--- src/rtl/booth_mult_pkg.sv ---
`default_nettype none
// ============================================================================
// Module      : booth_mult_pkg
// Description : Shared types, defaults and helpers for the sequential Booth
//               multiplier controller and its combinational step unit.
// Revision    : 1.0 - initial release
// ============================================================================
package booth_mult_pkg;

  localparam int DEFAULT_WIDTH = 8;

  // Controller states, explicitly 2-bit encoded
  typedef enum logic [1:0] {
    IDLE = 2'd0,
    RUN  = 2'd1,
    DONE = 2'd2
  } state_t;

  // Width of the step counter; holds 0..WIDTH-1 (at least one bit)
  function automatic int cnt_width(input int width);
    return (width <= 2) ? 1 : $clog2(width);
  endfunction

endpackage
`default_nettype wire

--- src/rtl/booth_mult_mux2.sv ---
`default_nettype none
// ============================================================================
// Module      : booth_mult_mux2
// Description : Generic 2:1 multiplexer (sel=0 -> in0, sel=1 -> in1).
// Revision    : 1.0 - initial release
// ============================================================================
module booth_mult_mux2 #(
  parameter int WIDTH = 8
) (
  input  logic             sel,
  input  logic [WIDTH-1:0] in0,
  input  logic [WIDTH-1:0] in1,
  output logic [WIDTH-1:0] out
);

  // Plain select
  always_comb begin
    out = sel ? in1 : in0;
  end

endmodule
`default_nettype wire

--- src/rtl/booth_step_unit.sv ---
`default_nettype none
// ============================================================================
// Module      : booth_step_unit
// Description : One radix-2 Booth step: conditional add/subtract of M into
//               the (WIDTH+1)-bit accumulator followed by an arithmetic right
//               shift of {A,Q,q_1}. Purely combinational.
// Revision    : 1.0 - initial release
// ============================================================================
module booth_step_unit #(
  parameter int WIDTH = 8
) (
  input  logic [WIDTH:0]   a_in,
  input  logic [WIDTH:0]   m_in,
  input  logic [WIDTH-1:0] q_in,
  input  logic             q1_in,
  output logic [WIDTH:0]   a_out,
  output logic [WIDTH-1:0] q_out,
  output logic             q1_out
);

  logic [WIDTH:0] w_sum;
  logic [WIDTH:0] w_diff;
  logic [WIDTH:0] w_addsub;
  logic [WIDTH:0] w_res;

  assign w_sum  = a_in + m_in;
  assign w_diff = a_in - m_in;

  // Q0=1 selects subtract (pair 10), Q0=0 selects add (pair 01)
  booth_mult_mux2 #(.WIDTH(WIDTH + 1)) u_mux_addsub (
    .sel (q_in[0]),
    .in0 (w_sum),
    .in1 (w_diff),
    .out (w_addsub)
  );

  // Pairs 00 and 11 leave the accumulator untouched
  booth_mult_mux2 #(.WIDTH(WIDTH + 1)) u_mux_keep (
    .sel (q_in[0] ^ q1_in),
    .in0 (a_in),
    .in1 (w_addsub),
    .out (w_res)
  );

  // Arithmetic right shift of the concatenation {A,Q,q_1}
  always_comb begin
    a_out  = {w_res[WIDTH], w_res[WIDTH:1]};
    q_out  = {w_res[0], q_in[WIDTH-1:1]};
    q1_out = q_in[0];
  end

endmodule
`default_nettype wire

--- src/rtl/booth_seq_multiplier_ctrl.sv ---
`default_nettype none
// ============================================================================
// Module      : booth_seq_multiplier_ctrl
// Description : Sequential radix-2 Booth multiplier controller. Accepts
//               signed operands on start in IDLE, runs one Booth step per
//               clock for WIDTH clocks, then presents a registered signed
//               2*WIDTH product with a one-cycle done pulse.
//               Optional: define BOOTH_MULT_ABORT_EN to add an abort input
//               that cancels a running multiply without touching product.
// Revision    : 1.0 - initial release
// ============================================================================
module booth_seq_multiplier_ctrl
  import booth_mult_pkg::*;
#(
  parameter int WIDTH = DEFAULT_WIDTH
) (
  input  logic               clk,
  input  logic               rst_n,
  input  logic               start,
`ifdef BOOTH_MULT_ABORT_EN
  input  logic               abort,
`endif
  input  logic [WIDTH-1:0]   multiplicand,
  input  logic [WIDTH-1:0]   multiplier,
  output logic               busy,
  output logic               done,
  output logic [2*WIDTH-1:0] product
);

  localparam int                 c_cnt_w = cnt_width(WIDTH);
  localparam logic [c_cnt_w-1:0] c_last  = c_cnt_w'(WIDTH - 1);

  state_t               r_state;
  state_t               w_next_state;
  logic [WIDTH:0]       r_a;
  logic [WIDTH:0]       r_m;
  logic [WIDTH-1:0]     r_q;
  logic                 r_q1;
  logic [c_cnt_w-1:0]   r_cnt;
  logic [2*WIDTH-1:0]   r_product;
  logic [WIDTH:0]       w_a_nxt;
  logic [WIDTH-1:0]     w_q_nxt;
  logic                 w_q1_nxt;
  logic                 w_last;
  logic                 w_abort;

`ifdef BOOTH_MULT_ABORT_EN
  assign w_abort = abort;
`else
  assign w_abort = 1'b0;
`endif

  assign w_last = (r_cnt == c_last);

  booth_step_unit #(.WIDTH(WIDTH)) u_step (
    .a_in   (r_a),
    .m_in   (r_m),
    .q_in   (r_q),
    .q1_in  (r_q1),
    .a_out  (w_a_nxt),
    .q_out  (w_q_nxt),
    .q1_out (w_q1_nxt)
  );

  // State register
  always_ff @(posedge clk) begin
    if (!rst_n) r_state <= IDLE;
    else        r_state <= w_next_state;
  end

  // Next-state logic; abort wins over the final step
  always_comb begin
    w_next_state = r_state;
    case (r_state)
      IDLE:    if (start) w_next_state = RUN;
      RUN: begin
        if (w_abort)     w_next_state = IDLE;
        else if (w_last) w_next_state = DONE;
      end
      DONE:    w_next_state = IDLE;
      default: w_next_state = IDLE;
    endcase
  end

  // Status outputs decoded from state
  always_comb begin
    busy = (r_state == RUN) || (r_state == DONE);
    done = (r_state == DONE);
  end

  // Operand load, Booth step sequencing and product capture
  always_ff @(posedge clk) begin
    if (!rst_n) begin
      r_a       <= '0;
      r_m       <= '0;
      r_q       <= '0;
      r_q1      <= 1'b0;
      r_cnt     <= '0;
      r_product <= '0;
    end else begin
      case (r_state)
        IDLE: begin
          if (start) begin
            r_a   <= '0;
            r_m   <= {multiplicand[WIDTH-1], multiplicand};
            r_q   <= multiplier;
            r_q1  <= 1'b0;
            r_cnt <= '0;
          end
        end
        RUN: begin
          r_a   <= w_a_nxt;
          r_q   <= w_q_nxt;
          r_q1  <= w_q1_nxt;
          r_cnt <= r_cnt + 1'b1;
          // Product is taken straight from the final step's result
          if (w_last && !w_abort) r_product <= {w_a_nxt[WIDTH-1:0], w_q_nxt};
        end
        default: ;
      endcase
    end
  end

  assign product = r_product;

endmodule
`default_nettype wire

--- config.mk ---
export PLATFORM = sky130hd
export DESIGN_NAME = booth_seq_multiplier_ctrl
export DESIGN_NICKNAME = d
export VERILOG_FILES = /design/src/rtl/booth_mult_pkg.sv /design/src/rtl/booth_mult_mux2.sv /design/src/rtl/booth_step_unit.sv /design/src/rtl/booth_seq_multiplier_ctrl.sv
export SDC_FILE = /design/constraint.sdc
export NUM_CORES = 1
export LEC_CHECK = 0
export BUFFER_PORTS_ARGS = -buffer_cell sky130_fd_sc_hd__buf_4
export CAP_MARGIN = 15
export CORE_MARGIN = 2
export CORE_UTILIZATION = 56
export CTS_CLUSTER_DIAMETER = 150
export DETAILED_ROUTE_END_ITERATION = 8
export GPL_ROUTABILITY_DRIVEN = 1
export GPL_TIMING_DRIVEN = 0
export PLACE_DENSITY = 0.77
export SETUP_SLACK_MARGIN = 0.1
export SYNTH_ARGS = -nofsm -noshare
export SYNTH_HDL_FRONTEND = slang
export SYNTH_SLANG_ARGS = --single-unit
--- constraint.sdc ---
create_clock -name clk -period 3.75 [get_ports clk]
set_clock_uncertainty 0.15 [all_clocks]
set_input_delay 0.1875 -clock clk [delete_from_list [all_inputs] [get_ports clk]]
set_output_delay 0.1875 -clock clk [all_outputs]
set_load 0.005 [all_outputs]
==> summary.md, run 1 <==
| Metric | Value |
|---|---|
| Routed Antenna Nets | `0` |
| Drt pass-1 iters | `4` |
| Ratio of total power to cell area | `420.5 mW/mm^2` |
| FF-to-FF setup slack | `0.71 ns` |
| Synth warnings | `0` |
| Vias per inst | `5.584` |
| Leakage | `1.191 nW` |
| Max Cap Violations | `0` |
| Hold depth | `3` |
| Area after DPL | `0.002748 sq mm` |
| GPL Wtd Cong | `0.8367` |
| Clock sink count | `46` |
| Final wirelength | `5694 microns` |
| CP max FO | `6` |
| Root buf cell | `clkbuf_8` |
| Layout Cells excl Fill | `394` |
| Post-Syn Nets | `327` |
| WL/cell | `14.45 microns` |
| Setup crit end kind | `flip-flop` |
| XOR/XNOR share of the synthesized area | `0.04715` |
| Count of cell types in the netlist | `41` |
| Hold path endpoint | `r_m[7]` |
| WP data required | `3.78 ns` |
| Post-Place Cells | `379` |
| Core area | `0.004086 sq mm` |
| Worst-Margin Slew | `0.7674 ns` |
| Worst reg2reg path endpoint | `product[15]` |
| Clock Pin Slew Worst Setup and Hold Paths | `0.09 ns` |
| Grt total ovfl | `0` |
| First-pass GRT wire length | `9777 microns` |
| Largest family of logic cells by synthesized area | `compound AO/OA/AOI/OAI gates` |
| Full die area | `0.004853 sq mm` |
| Post-Synthesis Cells | `293` |
| Setup violators final | `0` |
| Post-route DRC violation count | `0` |
| Initial Util | `0.5909` |
| R2r startpoint | `r_m[2]` |
| Yosys reg bits | `46` |
| Htree depth | `2` |
| Max-slew violations | `0` |
| Simple-gate share of the synthesized area | `0.1813` |
| Startpoint Class | `flip-flop` |
| IO Count | `37` |
| Layout Utilization | `0.7183` |
| Area contributors post-synth | `dfxtp_1 38%, a21oi_1 8.1%, ha_1 7.3%` |
| Setup TNS | `0 ns` |
| Largest net degree at the start of global routing | `17` |
| Register area share after synthesis | `0.3813` |
| Clock Latency Late Sink | `0.30 ns` |
| GRT Overall Usage | `0.2511` |
| Mapped cell area | `0.002415 sq mm` |
| Reg2Reg Depth | `10` |
| Hold Crit Class | `in -> reg` |
| Critical Path AT | `3.07 ns` |
| Total Power | `1.234 mW` |
| Hold Fails Final Rpt | `0` |
| # nets final | `377` |
| Avg Cell Area, Syn | `8.242 sq um` |
| Yosys top cell area share | `0.3813` |
| Min setup slack post-route | `0.7130 ns` |
| Initial antenna violation count | `0` |
| Most common cell after layout, fill and taps aside | `dfxtp_1` |
| Die Span Y | `69.67 microns` |
| Pre-CTS setup slack | `0.7798 ns` |
| RSZ-0062 raised after global routing | `false` |
| Vias in the first global route | `2100` |
| Hold path startpoint | `multiplicand[7]` |
| TritonCTS clock tree | `built` |
| Chip width | `69.67 microns` |
| Min Tclk post-route | `3.037 ns` |
| IR drop worst, VDD | `393.8 uV` |
| Setup CP Type | `reg -> reg` |
| Port bufs | `36` |
| Area Growth Syn to Fin | `21.55%` |
| Compound-Gate Fraction of Synth Area | `0.2150` |
| Num rows | `23` |
| Slew headroom | `0.4867` |
| # resized after CTS | `0` |
| Final Instance Area | `0.002935 sq mm` |
| Post-Synth Adder-Cell Area | `0.08083` |
| Crit share post-route | `0.8099` |
| Fmax | `329.3 MHz` |
| Antenna cell count | `0` |
| Hold WS | `0.004507 ns` |
| Clock tree buffer depth | `2` |
| First DRT Iteration DRCs | `75` |
| Synth area leader | `dfxtp_1` |
| Cts bufs inserted | `5` |
| Run status | `complete, no violations` |
| Vias | `2200` |
| DP Wirelength | `4091 microns` |
| Mux share of post-synthesis cell area | `0.04560` |
| Share of cells above drive strength 1 | `0.1541` |
| Most frequent cells in the layout | `46 x dfxtp_1, 39 x a21oi_1, 38 x buf_4, 35 x nor2_1, 32 x nand2_1` |
critical path: stages, from the launching register on:
cell,delay (ns)
dfxtp_1,0.38
nor4_1,0.51
a21oi_1,0.17
xnor2_1,0.18
ha_1,0.36
o21ai_0,0.10
a32o_1,0.22
or3_1,0.38
a21oi_2,0.17
xnor2_1,0.18
a21oi_1,0.11
registers in the layout, indices dropped and copies added, names as in the netlist:
register and cells:
product 16, r_a 8, r_m 8, r_q 8, r_cnt 3, r_state 2, r_q1 1
where the power goes:
part | total (mW) | switching (mW) | internal [mW]
Combinational | 0.316 | 0.177 | 0.139
Clock | 0.388 | 0.185 | 0.203
Sequential | 0.530 | 0.0207 | 0.509
worst max-delay path by stage:
stage / from / endpoint / depth (start not counted)
after floorplan: r_m[2] / product[15] / 10
after global placement: r_m[2] / product[15] / 10
after detailed placement: r_m[2] / product[15] / 10
after CTS: r_m[2] / product[15] / 10
after global routing: r_m[2] / product[15] / 10
final: r_m[2] / product[15] / 10
cell families (layout without fill, tap and decap cells):
logic type	Yosys count	in the layout
simple gates	99	99
mux	11	11
xor+xnor	13	13
fa+ha+maj	15	15
buf+inv	25	76
compound gates	84	84
flops	46	46
synth_stat cells:
master and instances:
o21ai_0 12, o2bb2ai_1 1, nor3b_1 1, ha_1 14
o31ai_2 1, nor4_1 1, nand3_1 12, inv_1 10
and2_1 6, o21a_1 1, buf_6 2, nor2_1 35
buf_2 1, a211oi_1 13, fa_1 1, a311o_1 1
a32oi_1 1, a31oi_1 2, dfxtp_1 46, xnor2_1 9
or3_1 2, o31a_1 1, o21ai_1 1, nand2b_1 4
a21oi_2 1, nand3b_1 1, a2bb2oi_1 1, buf_4 2
nor3_1 4, a31o_2 1, a22oi_1 4, xor2_1 4
mux2i_1 11, a211o_1 1, a21boi_0 1, a21oi_1 39
o211a_1 1, a32o_1 1, and4_2 1, nand2_1 32
clkbuf_1 10
metal layers:
metal  vias to the layer above  wire length [microns]  GRT usage
met5                         -                      0          0
met4                         0                    150    0.08761
met3                        15                    183    0.04797
met2                        45                   2612     0.4113
met1                      1012                   2748     0.3318
li1                       1128                      -          -
cell type report:
cell class              instances  area [sq um]
clock inverters                 3         48.80
clock buffers                   5         68.82
multi-input cells             222          1376
well taps                      50         62.56
fillers                       335          1151
inverters                      10         37.54
plain buffers                  15         80.08
flip-flops and latches         46         920.9
repair buffers                 43         340.3
repair_timing:
action,4_1_cts,5_1_grt
endpoints found under the hold margin,6,1
hold buffers,6,1
setup buffers,0,0
Note: power is estimated with default switching activity, not from simulation.
==> inputs of run 2 (changes only) <==
ABC_AREA = 1   (was unset)
CORE_UTILIZATION = 51   (was 56)
PLACE_DENSITY = 0.73   (was 0.77)
clock period = 2.6 ns   (was 3.75 ns; I/O delays follow)
==> summary.md, run 2 <==
| Metric | Value |
|---|---|
| Run status | `complete, no violations` |
| Synth area leader | `dfxtp_1` |
| Top-count cell post-synth | `nand2_1` |
| Setup TNS | `0 ns (unchanged)` |
| Post-route DRC violation count | `0 (unchanged)` |
| GRT Overall Usage | `0.2224 (-0.02869)` |
| Comb pwr share | `0.289 (+0.033)` |
| Sw power | `0.5961 mW (+56%)` |
| Vias | `2447 (+11%)` |
| Hold Fails Final Rpt | `0 (unchanged)` |
| WL/cell | `12.27 microns (-15%)` |
| Largest net degree at the start of global routing | `16 (-1)` |
| Max Cap Violations | `0 (unchanged)` |
| Num rows | `25 (+8.7%)` |
| Register area share after synthesis | `0.3649 (-0.01645)` |
| TritonCTS clock tree | `built` |
| Vias in the first global route | `2140 (+1.9%)` |
| Startpoint Class | `flip-flop` |
| Most frequent CP cell | `nand2_2` |
| Crit-path cells | `inv_2 -> ha_4 -> inv_2 -> nor2_4 -> inv_2 -> o21ai_2 -> xnor2_1 -> inv_1 -> ha_4 -> nand2_2 -> nor2_2 -> nand2_1 -> nand2_2 -> inv_2 -> nand2_2 -> nand3_2 -> nand2_2 -> nand2_2 -> o21ai_2 -> inv_1` |
| Antenna cell count | `0 (unchanged)` |
| Number of flip-flops in the largest register | `16 (unchanged)` |
| Cts bufs inserted | `5 (unchanged)` |
| # nets final | `454 (+20%)` |
| WP data required | `2.66 ns (-1.12 ns)` |
| Htree depth | `2 (unchanged)` |
| Clock tree buffer depth | `2 (unchanged)` |
| Most common cell after layout, fill and taps aside | `nand2_1` |
| Max-slew violations | `0 (unchanged)` |
| DP Wirelength | `4167 microns (+1.8%)` |
| Drt pass-1 iters | `4 (unchanged)` |
| Yosys top cell area share | `0.3649 (-0.01645)` |
| Post-Synthesis Cells | `356 (+22%)` |
| Initial antenna violation count | `0 (unchanged)` |
| Setup violators final | `0 (unchanged)` |
| Worst path max stage delay | `0.37 ns (-0.14 ns)` |
| Setup CP Type | `reg -> reg` |
| GPL Wtd Cong | `0.8325 (-0.50%)` |
| Mapped cell area | `0.002524 sq mm (+4.5%)` |
| Port bufs | `36 (unchanged)` |
| First DRT Iteration DRCs | `109 (+45%)` |
| Dominant synthesized flop cell | `dfxtp_1` |
| Root buf cell | `clkbuf_8` |
| Most frequent cells in the layout | `77 x nand2_1, 42 x dfxtp_1, 39 x nor2_1, 39 x buf_4, 35 x inv_1` |
| Full die area | `0.005527 sq mm (+14%)` |
| Critical Path AT | `2.46 ns (-0.61 ns)` |
| Area contributors post-synth | `dfxtp_1 36%, nand2_1 13%, ha_1 6.9%` |
| Ratio of total power to cell area | `550.4 mW/mm^2 (+31%)` |
| Total Power | `1.852 mW (+50%)` |
| Die Span Y | `74.35 microns (+6.7%)` |
| Core area | `0.004755 sq mm (+16%)` |
| Area Growth Syn to Fin | `33.32%` |
| RSZ-0062 raised after global routing | `true` |
| Worst-Margin Slew | `0.5468 ns (-0.2206 ns)` |
| Share of cells above drive strength 1 | `0.2542 (+0.1001)` |
| Clock Pin Slew Worst Setup and Hold Paths | `0.09 ns (about the same)` |
| Clk pwr share | `0.297 (-0.017)` |
| Clock sink count | `46 (unchanged)` |
| Min Tclk post-route | `2.405 ns (-0.6316 ns)` |
| Commonest cells post-synth | `86 x nand2_1, 46 x dfxtp_1, 40 x inv_1, 40 x nor2_1, 34 x o21ai_0` |
| Final wirelength | `5990 microns (+5.2%)` |
| Clock Latency Late Sink | `0.30 ns (about the same)` |
| Routed Antenna Nets | `0 (unchanged)` |
| Count of cell types in the netlist | `38 (-7.3%)` |
| Grt total ovfl | `0 (unchanged)` |
| First-pass GRT wire length | `9466 microns (-3.2%)` |
| Vias per inst | `5.014 (-10%)` |
| Synth async-reset ratio | `0 (unchanged)` |
| CP max FO | `3 (-3)` |
| IR drop worst, VDD | `347.7 uV (-12%)` |
| Hold Crit Class | `in -> reg` |
| Reg power frac | `0.414 (-0.015)` |
| EDFF count, synth | `0 (unchanged)` |
| Initial Util | `0.5308 (-0.06015)` |
| Slew headroom | `0.6355 (+0.1488)` |
| Internal Pwr Total | `1.256 mW (+48%)` |
| Yosys reg bits | `46 (unchanged)` |
| Chip width | `74.35 microns (+6.7%)` |
| IO Count | `37 (unchanged)` |
| Area after DPL | `0.002878 sq mm (+4.7%)` |
| Final Instance Area | `0.003364 sq mm (+15%)` |
| CP max-delay cell | `dfxtp_4` |
| Synth warnings | `0 (unchanged)` |
| Fmax | `415.7 MHz (+26%)` |
| Crit share post-route | `0.9251 (+0.1153)` |
| FF-to-FF setup slack | `0.19 ns (-0.52 ns)` |
| Setup crit end kind | `flip-flop` |
| Sw frac | `0.3219 (+0.01159)` |
| Avg Cell Area, Syn | `7.089 sq um (-14%)` |
| Leakage | `1.544 nW (+30%)` |
| Post-Syn Nets | `390 (+19%)` |
-- run 2: changes by cell type in the layout (fill, tap and decap cells not counted), moves of 6 or more --
cell / before / now
mux2i_1: 11 / 0
inv_2: 0 / 9
and2_1: 6 / 0
a211oi_1: 13 / 0
a21oi_1: 39 / 21
nand2_1: 32 / 77
inv_1: 10 / 35
o21ai_0: 12 / 32
nand2_2: 0 / 9
dlygate4sd3_1: 7 / 20
-- run 2: cell families after synthesis --
kind of cell / Yosys count / synth area share
compound gates: 77 / 0.1740
xor+xnor: 8 / 0.02776
fa+ha+maj: 15 / 0.07734
buf+inv: 59 / 0.09915
flops: 46 / 0.3649
simple gates: 151 / 0.2568
-- run 2: per-stage QoR --
stage,cells,hold WS (ns),setup slack (ns),util
final,488,0.01390,0.1946,0.7076
after global routing,488,0.01909,-0.02236,0.7076
after CTS,488,0.0006103,0.1014,0.6797
after detailed placement,459,0.2388,-0.03565,0.6053
after global placement,459,0.2324,0.01521,0.6053
after floorplan,356,0.1183,0.2274,-
-- run 2: worst paths after layout --
| path | from | endpoint | cells after the start |
|---|---|---|---|
| max | r_m[0] | product[15] | 20 |
| min | rst_n | r_q[4] | 3 |
| max reg2reg | r_m[0] | product[15] | 20 |
| min reg2reg | r_cnt[1] | r_cnt[1] | 2 |
-- run 2: final cells by class --
type | instances | area, sq um
Inverter | 45 | 173.9
Sequential cell | 46 | 928.4
Timing Repair Buffer | 57 | 478.0
Clock inverter | 3 | 43.79
Tap cell | 67 | 83.83
Multi-Input combinational cell | 251 | 1505
Clock buffer | 5 | 68.82
Fill cell | 427 | 1390
Buffer | 14 | 82.58
-- run 2: what timing repair did --
item | CTS | global route
gates resized for setup | 7 | 38
setup buffers | 1 | 0
endpoints found under the setup margin | 5 | 11
pin swaps | 1 | 12
hold buffers | 20 | 0
hold endpoints to repair | 16 | 0
-- run 2: layer usage --
layer / GRT usage / up-vias / routed length, microns
met2: 0.3869 / 47 / 2888
met1: 0.2827 / 1122 / 2741
li1: - / 1266 / -
met3: 0.04743 / 12 / 243
met5: 0 / - / 0
met4: 0.05357 / 0 / 116
-- run 2: worst max-delay path: cells and delay by family (launching register included) --
family                     cells  cell delay, ns
and+or+nand+nor                9            0.65
adders and majority gates      2            0.41
DFF                            1            0.37
buffers and inverters          6            0.35
AOI/OAI and AO/OA              2            0.25
xor gates and xnor gates       1            0.13
-- run 2: power by group through the flow --
stage	Combinational (mW)	Clock, mW	Sequential [mW]
detailed placement	0.417	0	0.777
floorplan	0.322	0	0.770
global route	0.596	0.580	0.771
finish	0.535	0.550	0.767
CTS	0.467	0.554	0.762
global placement	0.409	0	0.776
